File: config.mk
export PLATFORM = sky130hd
export DESIGN_NAME = display_scan_ctrl_flat
export DESIGN_NICKNAME = d
export VERILOG_FILES = /design/src/rtl/display_scan_ctrl_if.sv /design/src/rtl/display_scan_ctrl.sv /design/src/flat_wrapper.sv
export SDC_FILE = /design/constraint.sdc
export NUM_CORES = 1
export LEC_CHECK = 0
export ABC_AREA = 1
export CORE_MARGIN = 5
export CORE_UTILIZATION = 49
export DETAILED_ROUTE_END_ITERATION = 16
export PLACE_DENSITY_LB_ADDON = 0.1
export SLEW_MARGIN = 30
export SYNTH_ARGS = -nofsm -noshare
export SYNTH_HDL_FRONTEND = slang
export SYNTH_SLANG_ARGS = --single-unit
File: constraint.sdc
create_clock -name clock -period 3.1 [get_ports clock]
set_input_delay 0.775 -clock clock [delete_from_list [all_inputs] [get_ports clock]]
set_output_delay 0.775 -clock clock [all_outputs]
set_load 0.02 [all_outputs]
File: src/rtl/display_scan_ctrl_if.sv
// Bus between the clock interface and the display scan controller:
// digit codes and blink controls in, anode/cathode drive and frame strobe out.
interface display_scan_ctrl_if;
    logic [5:0] d1;
    logic [5:0] d2;
    logic [5:0] d3;
    logic [5:0] d4;
    logic [5:0] d5;
    logic [5:0] d6;
    logic [5:0] d7;
    logic [5:0] d8;
    logic [7:0] blink_mask;
    logic       blink_tick;
    logic [7:0] an;
    logic [7:0] dec_cat;
    logic       frame_start;

    modport master (
        output d1, d2, d3, d4, d5, d6, d7, d8, blink_mask, blink_tick,
        input  an, dec_cat, frame_start
    );

    modport slave (
        input  d1, d2, d3, d4, d5, d6, d7, d8, blink_mask, blink_tick,
        output an, dec_cat, frame_start
    );
endinterface

File: src/rtl/display_scan_ctrl.sv
// Eight-digit seven-segment scan controller: one digit per slot, a blank
// gap at the start of each slot, and blinking of selected digits.
module display_scan_ctrl #(
    parameter int unsigned SLOT_CYCLES  = 100000,
    parameter int unsigned BLANK_CYCLES = 16
) (
    input logic                clock,
    input logic                reset,
    display_scan_ctrl_if.slave bus
);

    localparam int unsigned CNT_W = (SLOT_CYCLES > 2) ? $clog2(SLOT_CYCLES) : 1;
    localparam logic [CNT_W-1:0] CNT_LAST  = CNT_W'(SLOT_CYCLES - 1);
    localparam logic [CNT_W-1:0] CNT_LATCH = CNT_W'(BLANK_CYCLES - 1);

    localparam logic [0:0] ST_BLANK = 1'b0;
    localparam logic [0:0] ST_ON    = 1'b1;

    logic [CNT_W-1:0] cnt;
    logic [2:0]       idx;
    logic [0:0]       state;
    logic             phase;
    logic [7:0]       an_q;
    logic [7:0]       cat_q;
    logic             fs_q;

    logic [5:0]       d_sel;
    logic             mask_sel;
    logic [6:0]       seg_sel;
    logic [7:0]       an_next;

    // Select the code and blink bit of the digit owning the current slot.
    always_comb begin
        d_sel = '0;
        case (idx)
            3'd0: d_sel = bus.d1;
            3'd1: d_sel = bus.d2;
            3'd2: d_sel = bus.d3;
            3'd3: d_sel = bus.d4;
            3'd4: d_sel = bus.d5;
            3'd5: d_sel = bus.d6;
            3'd6: d_sel = bus.d7;
            default: d_sel = bus.d8;
        endcase
        mask_sel = bus.blink_mask[idx];
        an_next  = (d_sel[5] && !(mask_sel && phase)) ? ~(8'b1 << idx) : 8'hFF;
    end

    // Hex to active-low segments a..g (bit0 = a).
    always_comb begin
        seg_sel = 7'h7F;
        case (d_sel[4:1])
            4'h0: seg_sel = 7'h40;
            4'h1: seg_sel = 7'h79;
            4'h2: seg_sel = 7'h24;
            4'h3: seg_sel = 7'h30;
            4'h4: seg_sel = 7'h19;
            4'h5: seg_sel = 7'h12;
            4'h6: seg_sel = 7'h02;
            4'h7: seg_sel = 7'h78;
            4'h8: seg_sel = 7'h00;
            4'h9: seg_sel = 7'h10;
            4'hA: seg_sel = 7'h08;
            4'hB: seg_sel = 7'h03;
            4'hC: seg_sel = 7'h46;
            4'hD: seg_sel = 7'h21;
            4'hE: seg_sel = 7'h06;
            default: seg_sel = 7'h0E;
        endcase
    end

    // Slot cycle counter and digit index.
    always_ff @(posedge clock or negedge reset) begin
        if (!reset) begin
            cnt <= '0;
            idx <= '0;
        end else if (cnt == CNT_LAST) begin
            cnt <= '0;
            idx <= idx + 3'd1;
        end else begin
            cnt <= cnt + 1'b1;
        end
    end

    // BLANK/ON sequencing; the output registers double as the latched digit,
    // so they hold steady for the whole ON period regardless of input changes.
    always_ff @(posedge clock or negedge reset) begin
        if (!reset) begin
            state <= ST_BLANK;
            an_q  <= '1;
            cat_q <= '1;
        end else if (cnt == CNT_LAST) begin
            state <= ST_BLANK;
            an_q  <= '1;
            cat_q <= '1;
        end else if (state == ST_BLANK && cnt == CNT_LATCH) begin
            state <= ST_ON;
            an_q  <= an_next;
            cat_q <= {~d_sel[0], seg_sel};
        end
    end

    // Blink phase; the latch above sees the pre-toggle value on a shared edge.
    always_ff @(posedge clock or negedge reset) begin
        if (!reset) begin
            phase <= 1'b0;
        end else if (bus.blink_tick) begin
            phase <= ~phase;
        end
    end

    // One-cycle strobe on the slot 7 to slot 0 wrap.
    always_ff @(posedge clock or negedge reset) begin
        if (!reset) begin
            fs_q <= 1'b0;
        end else begin
            fs_q <= (cnt == CNT_LAST) && (idx == 3'd7);
        end
    end

    assign bus.an          = an_q;
    assign bus.dec_cat     = cat_q;
    assign bus.frame_start = fs_q;

endmodule

File: src/flat_wrapper.sv
// flat-port wrapper written by rule: the top's interface ports become plain ports
module display_scan_ctrl_flat 
#(
    parameter int unsigned SLOT_CYCLES  = 100000,
    parameter int unsigned BLANK_CYCLES = 16
)
  (clock, reset, bus_d1, bus_d2, bus_d3, bus_d4, bus_d5, bus_d6, bus_d7, bus_d8, bus_blink_mask, bus_blink_tick, bus_an, bus_dec_cat, bus_frame_start);
  display_scan_ctrl_if bus_i ();
  input logic clock;
  input logic reset;
  input wire logic [$bits(bus_i.d1)-1:0] bus_d1;
  input wire logic [$bits(bus_i.d2)-1:0] bus_d2;
  input wire logic [$bits(bus_i.d3)-1:0] bus_d3;
  input wire logic [$bits(bus_i.d4)-1:0] bus_d4;
  input wire logic [$bits(bus_i.d5)-1:0] bus_d5;
  input wire logic [$bits(bus_i.d6)-1:0] bus_d6;
  input wire logic [$bits(bus_i.d7)-1:0] bus_d7;
  input wire logic [$bits(bus_i.d8)-1:0] bus_d8;
  input wire logic [$bits(bus_i.blink_mask)-1:0] bus_blink_mask;
  input wire logic [$bits(bus_i.blink_tick)-1:0] bus_blink_tick;
  output wire logic [$bits(bus_i.an)-1:0] bus_an;
  output wire logic [$bits(bus_i.dec_cat)-1:0] bus_dec_cat;
  output wire logic [$bits(bus_i.frame_start)-1:0] bus_frame_start;
  assign bus_i.d1 = bus_d1;
  assign bus_i.d2 = bus_d2;
  assign bus_i.d3 = bus_d3;
  assign bus_i.d4 = bus_d4;
  assign bus_i.d5 = bus_d5;
  assign bus_i.d6 = bus_d6;
  assign bus_i.d7 = bus_d7;
  assign bus_i.d8 = bus_d8;
  assign bus_i.blink_mask = bus_blink_mask;
  assign bus_i.blink_tick = bus_blink_tick;
  assign bus_an = bus_i.an;
  assign bus_dec_cat = bus_i.dec_cat;
  assign bus_frame_start = bus_i.frame_start;
  display_scan_ctrl #(.SLOT_CYCLES(SLOT_CYCLES), .BLANK_CYCLES(BLANK_CYCLES)) u_core (.clock(clock), .reset(reset), .bus(bus_i));
endmodule
==> results.md, run 1 <==
- Outcome: complete, no violations
- GRT Residual Overflow: 0
- Post-Synthesis Cells: 400
- Buffers added on ports: 75
- Unrepaired setup endpoints after global routing: no
- Final worst-path cycle share: 81.0%
- Syn nets: 472
- Post-Syn Area: 2760 µm²
- Area growth from synthesis to layout: 32.9%
- Seq/Total Area, Yosys: 36.1%
- # setup viols final: 0
- Clk pin slew, worst setup/hold paths: 80 ps
- Clk buf depth: 2
- Core box area: 5510 µm²
- Post-DRT Antenna Nets: 0
- Average cell area after synthesis: 6.90 µm²
- GP Congestion: 0.949
- Power per cell area: 299 nW/µm²
- Largest net degree at the start of global routing: 40
- Dpl ws: 597 ps
- Crit-path cells: inv_1, ha_1, inv_1, nor2_2, nand2_1, nand2_1, nor2_1, nand2_1, nand2_1, ha_1, inv_1, nand4_1, nand2_1, nor2_1, nor2_1, nor2_2
- Gates resized, CTS repair: 0
- Layout cells sized above 1: 12.7%
- Ys async rst share: 100%
- Final setup margin: 590 ps
- Yosys reg bits: 39
- Crit path max fanout: 7
- Synth warn: 0
- Via-to-Cell Ratio: 5.05
- N_diodes: 0
- Fmax: 398 MHz
- Hold-fix buffers at CTS: 0
- Final slew viol count: 0
- Die X: 85.1 µm
- Final core utilization: 66.7%
- Vias in the first global route: 2,742
- DR WL/cell: 14.0 µm
- Fin area: 3670 µm²
- Critical path required time: 3330 ps
- # rows: 27
- Kind of critical path: flop to flop
- Htree depth: 2
- Commonest non-fill, non-tap cell in the layout: nand2_1
- Crit path DAT: 2740 ps
- Via count: 2,785
- Number of flops mapped to enable cells by yosys: 0
- Crit path max-delay cell type: dfrtp_1
- Post-Route WL: 7.71 mm
- Synth cell types: 32
- CTS tree: built
- First-pass GRT wire length: 13.1 mm
- Initial DRC count: 122
- Hold crit path type: input pin to async pin
- Hold_ws: 438 ps
- Clock skew: 9.56 ps
- Critical Path Max Stage Delay: 450 ps
- Post-CTS Setup Bufs: 0
- Slew margin rel.: 68.2%
- TritonCTS Buffers: 5
- Die H: 85.1 µm
- Minimum clock period: 2510 ps
- Design Power: 1.10 mW
- Total Neg Setup Slack: 0 ps
- DP HPWL: 6.05 mm
- Initial antenna violation count: 0
- Hold violation total from the final report: 0
- Dpl cells: 544
- Root Buffer: clkbuf_8
- Endpoint class of the critical path: flop
- Initial Util: 50.1%
- GR Util All Layers: 22.0%
- Worst slew pin tran: 477 ps
- NumNets Final: 551
- Remaining DRCs: 0
- Clock Sinks: 39
- Maxcap violations: 0
- Setup crit start kind: flop
- Layout Cells excl Fill: 552
- Commonest cells after routing, fill and taps aside: nand2_1, clkdlybuf4s50_1, nor2_1, inv_1, nand3_1
- Peak supply drop: 0.266 mV
- Die area: 7240 µm²
- Static leakage: 1.77 nW
- Cell mode on critical path: nand2_1
- Drt first pass iters: 4
- Top Ports: 76
- Ys flop type: dfrtp_1
- DP Area: 3570 µm²
- Worst skew pair latency: 290 ps
==> cells by family after synthesis <==
group / synth area share [%]
buf+inv: 9.42
flops: 36.1
xor+xnor: 1.90
compound gates: 6.80
simple gates: 39.9
fa+ha+maj: 5.89
==> path summary, 6_finish.rpt <==
kind                            cells past startpoint  slack, ps     startpoint                     to
worst max-delay path                               16        590  u_core.idx[0]  u_core.bus.dec_cat[0]
max in group asynchronous                           1       2300          reset       u_core.bus.an[4]
worst min register to register                      1        470  u_core.cnt[0]          u_core.cnt[0]
min in group clock                                  1        470  u_core.cnt[0]          u_core.cnt[0]
worst max register to register                     16        590  u_core.idx[0]  u_core.bus.dec_cat[0]
worst min-delay path                                1        440          reset          u_core.cnt[2]
==> per-layer routing <==
layer / up-vias / share of wire (%) / global-route usage, %
li1: 1422 / - / -
met1: 1262 / 45 / 30.0
met2: 89 / 47 / 36.2
met3: 12 / 6.4 / 4.47
met4: 0 / 1.3 / 4.46
met5: - / 0 / 0
==> synthesized netlist by cell type (all sizes together) (6+ instances only) <==
cell	n	area, µm²
or2	6	37.5
nor2	71	297
nand4	11	75.1
nand3	40	215
ha	13	163
dfrtp	23	576
xor2	6	52.6
dfstp	16	420
nand2	105	409
inv	61	229
a21oi	13	65.1
o21ai	16	83.8
==> flip-flops by register name, indices dropped and copies added, names as in the netlist <==
signal                  cells
u_core.state                1
u_core.phase                1
u_core.bus.an               8
u_core.bus.dec_cat          8
u_core.cnt                 17
u_core.idx                  3
u_core.bus.frame_start      1
==> layout make-up <==
class	instances	area (µm²)
Clock inverter	1	8.76
Inverter	61	229
Tap cell	72	90.1
Fill cell	490	1840
Clock buffer	7	86.3
Multi-Input combinational cell	296	1510
Timing Repair Buffer	76	756
Sequential cell	39	996
==> worst max-delay path: cells and delay by family, from the launching register on <==
family	cells	cell delay, ps
adder cells (fa/ha/maj)	2	600
buffers and inverters	3	390
flip-flops	1	450
AND/OR/NAND/NOR	11	1020
==> report_power, final <==
part,internal [mW],total [mW],switching (mW)
Combinational,0.106,0.189,0.0832
Sequential,0.534,0.545,0.0104
Clock,0.182,0.365,0.183
Total,0.823,1.10,0.277
Note: power is estimated with default switching activity, not from simulation.
==> run 2: changes to the inputs <==
--- a/config.mk
+++ b/config.mk
@@ -7,7 +7,7 @@
 export LEC_CHECK = 0
 export ABC_AREA = 1
 export CORE_MARGIN = 5
-export CORE_UTILIZATION = 49
+export CORE_UTILIZATION = 44
 export DETAILED_ROUTE_END_ITERATION = 16
 export PLACE_DENSITY_LB_ADDON = 0.1
 export SLEW_MARGIN = 30
==> constraint.sdc (replaced) <==
create_clock -name clock -period 2.3 [get_ports clock]
set_input_delay 0.575 -clock clock [delete_from_list [all_inputs] [get_ports clock]]
set_output_delay 0.575 -clock clock [all_outputs]
set_load 0.02 [all_outputs]
==> results.md, run 2 (same netlist as run 1, synthesis figures left out) <==
- Outcome: complete, no violations
- N_diodes: 0 (unchanged)
- Area growth from synthesis to layout: 44.7%
- Top Ports: 76 (unchanged)
- Slew margin rel.: 70.4% (+2.2 points)
- Crit path max-delay cell type: dfrtp_1
- Die H: 89.2 µm (+4.9%)
- Max reg flops: 17 (unchanged)
- Cell mode on critical path: nand2_1
- First-pass GRT wire length: 12.7 mm (-3.4%)
- Core box area: 6030 µm² (+9.4%)
- Clk buf depth: 2 (unchanged)
- Vias in the first global route: 2,833 (+3.3%)
- Initial antenna violation count: 0 (unchanged)
- NumNets Final: 571 (+3.6%)
- Setup crit start kind: flop
- Via count: 2,843 (+2.1%)
- Hold_ws: 216 ps (-222 ps)
- # rows: 28 (+3.7%)
- Peak supply drop: 0.335 mV (+26%)
- # setup viols final: 0 (unchanged)
- Hold violation total from the final report: 0 (unchanged)
- Crit-path cells: ha_2, ha_2, buf_4, nand2_1, nand2_1, nor2_1, nand2_1, nand2_4, ha_2, inv_1, nand4_1, nand2_1, nor2_1, nor2_2, nor2_2
- Critical R2R Launch: u_core.idx[0]
- Fill cells: 528 (+7.8%)
- DP Area: 3690 µm² (+3.4%)
- Commonest non-fill, non-tap cell in the layout: nand2_1
- Htree depth: 2 (unchanged)
- Top delay family on crit path: simple AND/OR/NAND/NOR gates
- Via-to-Cell Ratio: 4.94 (-2.0%)
- Critical Path Max Stage Delay: 450 ps (about the same)
- Final slew viol count: 0 (unchanged)
- Crit path DAT: 2420 ps (-320 ps)
- Layout cells sized above 1: 20.6% (+7.9 points)
- Commonest cells after routing, fill and taps aside: nand2_1, clkdlybuf4s50_1, nor2_1, inv_1, nand3_1
- Post-DRT Antenna Nets: 0 (unchanged)
- Largest net degree at the start of global routing: 22 (-45%)
- Clock skew: 12.6 ps (+3.02 ps)
- Largest reg by FF count: u_core.cnt
- Worst skew pair latency: 290 ps (about the same)
- Initial DRC count: 108 (-11%)
- Hold crit path type: input pin to async pin
- CP bufs+invs: 2 (-1)
- TritonCTS Buffers: 5 (unchanged)
- Final worst-path cycle share: 95.8% (+15 points)
- Hold-fix buffers at CTS: 0 (unchanged)
- Crit path max fanout: 5 (-2)
- Dpl ws: -60.5 ps (-657 ps)
- Fin area: 4000 µm² (+8.8%)
- Kind of critical path: flop to flop
- Endpoint class of the critical path: flop
- Worst slew pin tran: 443 ps (-33.3 ps)
- Die area: 7960 µm² (+10%)
- GRT Residual Overflow: 0 (unchanged)
- DR WL/cell: 13.7 µm (-2.0%)
- Final setup margin: 97.1 ps (-493 ps)
- Critical path required time: 2520 ps (-810 ps)
- Drt first pass iters: 4 (unchanged)
- GR Util All Layers: 20.2% (-1.7 points)
- Post-Route WL: 7.87 mm (+2.1%)
- CTS tree: built
- Maxcap violations: 0 (unchanged)
- CP Launch Point: u_core.idx[0]
- Fmax: 454 MHz (+14%)
- Static leakage: 1.89 nW (+6.5%)
- DP HPWL: 6.31 mm (+4.4%)
- Clock Sinks: 39 (unchanged)
- Clk pin slew, worst setup/hold paths: 90 ps (about the same)
- GP Congestion: 0.937 (-1.3%)
- Power per cell area: 399 nW/µm² (+33%)
- Buffers added on ports: 75 (unchanged)
- Final core utilization: 66.3% (-0.37 points)
- Die X: 89.2 µm (+4.9%)
- Minimum clock period: 2200 ps (-307 ps)
- Root Buffer: clkbuf_8
- Initial Util: 45.8% (-4.3 points)
- Remaining DRCs: 0 (unchanged)
- R2R setup slack: 100 ps (-490 ps)
## run 2: cell types whose count changed in the layout (fill, tap and decap cells not counted), moves of 3 or more
cell     before  now
inv_1        52   49
ha_1         13    3
nor2_1       63   59
buf_4         2   19
ha_4          0    6
ha_2          0    4
nand2_1      99   96
## run 2: worst register-to-register path, cell delays in order (launching register included)
cell and delay, ps:
dfrtp_1 450, ha_2 210, ha_2 200, buf_4 150, nand2_1 50, nand2_1 50
nor2_1 100, nand2_1 100, nand2_4 120, ha_2 190, inv_1 70, nand4_1 120
nand2_1 60, nor2_1 140, nor2_2 60, nor2_2 80
## run 2: layout make-up
type / instances / area (µm²) / area share (%)
sequential: 39 / 996 / 24.9
clock inverter: 3 / 47.5 / 1.19
inverter: 61 / 231 / 5.79
timing repair buffer: 96 / 928 / 23.2
clock buffer: 5 / 68.8 / 1.72
tap: 75 / 93.8 / 2.35
multi-input combinational: 296 / 1630 / 40.8
## run 2: path summary, 6_finish.rpt
| path | cells after the start | end |
|---|---|---|
| max in group asynchronous | 2 | u_core.bus.an[6] |
| min reg2reg | 1 | u_core.cnt[0] |
| max reg2reg | 15 | u_core.bus.dec_cat[0] |
| max | 15 | u_core.bus.dec_cat[0] |
| min in group clock | 1 | u_core.cnt[0] |
| min | 1 | u_core.bus.frame_start |
## run 2: routing by layer
layer,vias to the layer above,global-route usage [%],share of wire [%]
met1,1284,25.4,44
met5,-,0,0
met3,5,3.41,6.2
met4,0,2.98,0.43
li1,1467,-,-
met2,87,37.1,50
## run 2: through the flow
stage	TNS [ps]	power, mW	std cells
final	0	1.60	575
after global routing	-15.8	1.68	575
after CTS	0	1.61	571
after detailed placement	-126	1.01	561
after global placement	-1.05	1.01	561
after floorplan	0	0.841	400
## run 2: what timing repair did
item | in CTS | in global routing
buffers inserted | 2 | 4
setup endpoints to repair | 4 | 7
endpoints found under the hold margin | 0 | 0
pin swaps | 1 | 7
resized for setup | 2 | 29
## run 2: where the power goes
group          switching (mW)  internal [mW]
logic                   0.121          0.157
clock network           0.254          0.329
registers              0.0145          0.720
total                   0.389           1.21
==> run 3: changes to the inputs <==
--- a/config.mk
+++ b/config.mk
@@ -9,7 +9,7 @@
 export CORE_MARGIN = 5
 export CORE_UTILIZATION = 44
 export DETAILED_ROUTE_END_ITERATION = 16
-export PLACE_DENSITY_LB_ADDON = 0.1
+export PLACE_DENSITY_LB_ADDON = 0.08
 export SLEW_MARGIN = 30
 export SYNTH_ARGS = -nofsm -noshare
 export SYNTH_HDL_FRONTEND = slang
==> results.md, run 3 (same netlist as run 1, synthesis figures left out) <==
- Power per cell area: 407 nW/µm² (+1.9%)
- Fill cells: 540 (+2.3%)
- Final worst-path cycle share: 93.0% (-2.7 points)
- Peak supply drop: 0.286 mV (-15%)
- # setup viols final: 0 (unchanged)
- Slew margin rel.: 59.4% (-11 points)
- Worst slew pin tran: 609 ps (+166 ps)
- First-pass GRT wire length: 13.0 mm (+2.2%)
- Endpoint class of the critical path: flop
- Crit path DAT: 2380 ps (-40 ps)
- N_diodes: 0 (unchanged)
- Outcome: complete, no violations
- Crit path max fanout: 5 (unchanged)
- DP HPWL: 6.33 mm (+0.23%)
- Htree depth: 2 (unchanged)
- Unrepaired setup endpoints after global routing: yes
- Dpl cells: 561 (unchanged)
- Largest reg by FF count: u_core.cnt
- Via-to-Cell Ratio: 4.96 (+0.24%)
- Layout cells sized above 1: 18.8% (-1.8 points)
- # rows: 28 (unchanged)
- Crit-path cells: ha_2, ha_2, nor2_2, nand2_2, or2_2, nand2_2, buf_4, ha_1, nand2_1, nand3_1, nand3_1, nand2_1, inv_1
- Top Ports: 76 (unchanged)
- Maxcap violations: 0 (unchanged)
- Clk buf depth: 2 (unchanged)
- Fmax: 467 MHz (+2.9%)
- GRT Residual Overflow: 0 (unchanged)
- Fin area: 3860 µm² (-3.4%)
- Static leakage: 1.85 nW (-2.1%)
- Clock skew: 7.66 ps (-4.93 ps)
- Root Buffer: clkbuf_8
- Largest net degree at the start of global routing: 30 (+36%)
- Clock Sinks: 39 (unchanged)
- Remaining DRCs: 0 (unchanged)
- GP Congestion: 0.903 (-3.6%)
- Vias in the first global route: 2,833 (unchanged)
- Clk pin slew, worst setup/hold paths: 80 ps (about the same)
- Crit path max-delay cell type: dfrtp_1
- Hold_ws: 287 ps (+71.4 ps)
- Buffers added on ports: 75 (unchanged)
- Commonest non-fill, non-tap cell in the layout: nand2_1
- Kind of critical path: flop to flop
- GR Util All Layers: 20.7% (+0.47 points)
- CTS tree: built
- Via count: 2,825 (-0.63%)
- Minimum clock period: 2140 ps (-63.0 ps)
- DR WL/cell: 13.8 µm (+1.1%)
- Final slew viol count: 0 (unchanged)
- Critical Path Max Stage Delay: 430 ps (-20 ps)
- DP Area: 3680 µm² (-0.34%)
- Commonest cells after routing, fill and taps aside: nand2_1, clkdlybuf4s50_1, nor2_1, inv_1, nand3_1
- Initial antenna violation count: 0 (unchanged)
- Core box area: 6030 µm² (unchanged)
- TritonCTS Buffers: 5 (unchanged)
- Drt first pass iters: 4 (unchanged)
- Area growth from synthesis to layout: 39.8%
- Max reg flops: 17 (unchanged)
- Worst skew pair latency: 290 ps (about the same)
- Hold violation total from the final report: 0 (unchanged)
- Post-Route WL: 7.89 mm (+0.23%)
- Initial DRC count: 103 (-4.6%)
- Hold crit path type: input pin to async pin
- Post-DRT Antenna Nets: 0 (unchanged)
- Critical path required time: 2540 ps (+20 ps)
- Setup crit start kind: flop
- Die H: 89.2 µm (unchanged)
- Die area: 7960 µm² (unchanged)
- Layout Cells excl Fill: 570 (-0.87%)
- Initial Util: 45.8% (unchanged)
- Hold-fix buffers at CTS: 0 (unchanged)
- Die X: 89.2 µm (unchanged)
- NumNets Final: 566 (-0.88%)
## run 3: layout make-up
| cell class | instances | area [µm²] | area share (%) |
|---|---|---|---|
| clock inverters | 3 | 43.8 | 1.13 |
| clock buffers | 5 | 68.8 | 1.78 |
| well taps | 75 | 93.8 | 2.43 |
| repair buffers | 91 | 870 | 22.5 |
| multi-input cells | 296 | 1560 | 40.4 |
| inverters | 61 | 229 | 5.93 |
| flip-flops and latches | 39 | 996 | 25.8 |
## run 3: path summary, 6_finish.rpt
| path | from | to | slack, ps | cells after the start |
|---|---|---|---|---|
| worst min register to register | u_core.cnt[0] | u_core.cnt[0] | 460 | 1 |
| max in group asynchronous | reset | u_core.bus.an[6] | 1340 | 2 |
| min in group clock | u_core.cnt[0] | u_core.cnt[0] | 460 | 1 |
| worst min-delay path | reset | u_core.cnt[3] | 290 | 1 |
| worst max-delay path | u_core.idx[0] | u_core.bus.dec_cat[3] | 160 | 13 |
| worst max register to register | u_core.idx[0] | u_core.bus.dec_cat[3] | 160 | 13 |
## run 3: per-layer routing
metal | vias to the layer above | GRT usage (%) | wire, µm
met5 | - | 0 | 0
met2 | 80 | 37.7 | 3860
met3 | 7 | 3.23 | 521
met1 | 1289 | 26.0 | 3440
li1 | 1449 | - | -
met4 | 0 | 3.92 | 70
## run 3: through the flow
stage | setup TNS [ps] | util (%) | setup WS [ps] | total power [mW]
finish | 0 | 64.1 | 160 | 1.57
floorplan | 0 | - | 48.3 | 0.841
global placement | 0 | 61.1 | 36.8 | 1.01
global route | -69.1 | 64.1 | -33.6 | 1.65
CTS | 0 | 63.0 | 10.7 | 1.59
detailed placement | 0 | 61.1 | 11.9 | 1.01
## run 3: critical path, delay by kind of cell (launching register included)
kind	cells	cell delay, ps
adder cells (fa/ha/maj)	3	620
buffers and inverters	2	180
flip-flops	1	430
AND/OR/NAND/NOR	8	860
## run 3: power breakdown
part	leakage, nW	switching [mW]	internal [mW]
Sequential	0.467	0.0162	0.720
Combinational	1.32	0.115	0.148
Clock	0.0581	0.249	0.323
Total	1.85	0.380	1.19
## run 3: what timing repair did
item                       in CTS  in global routing
resized for setup               0                 20
setup endpoints to repair       0                  7
setup buffers                   0                  1
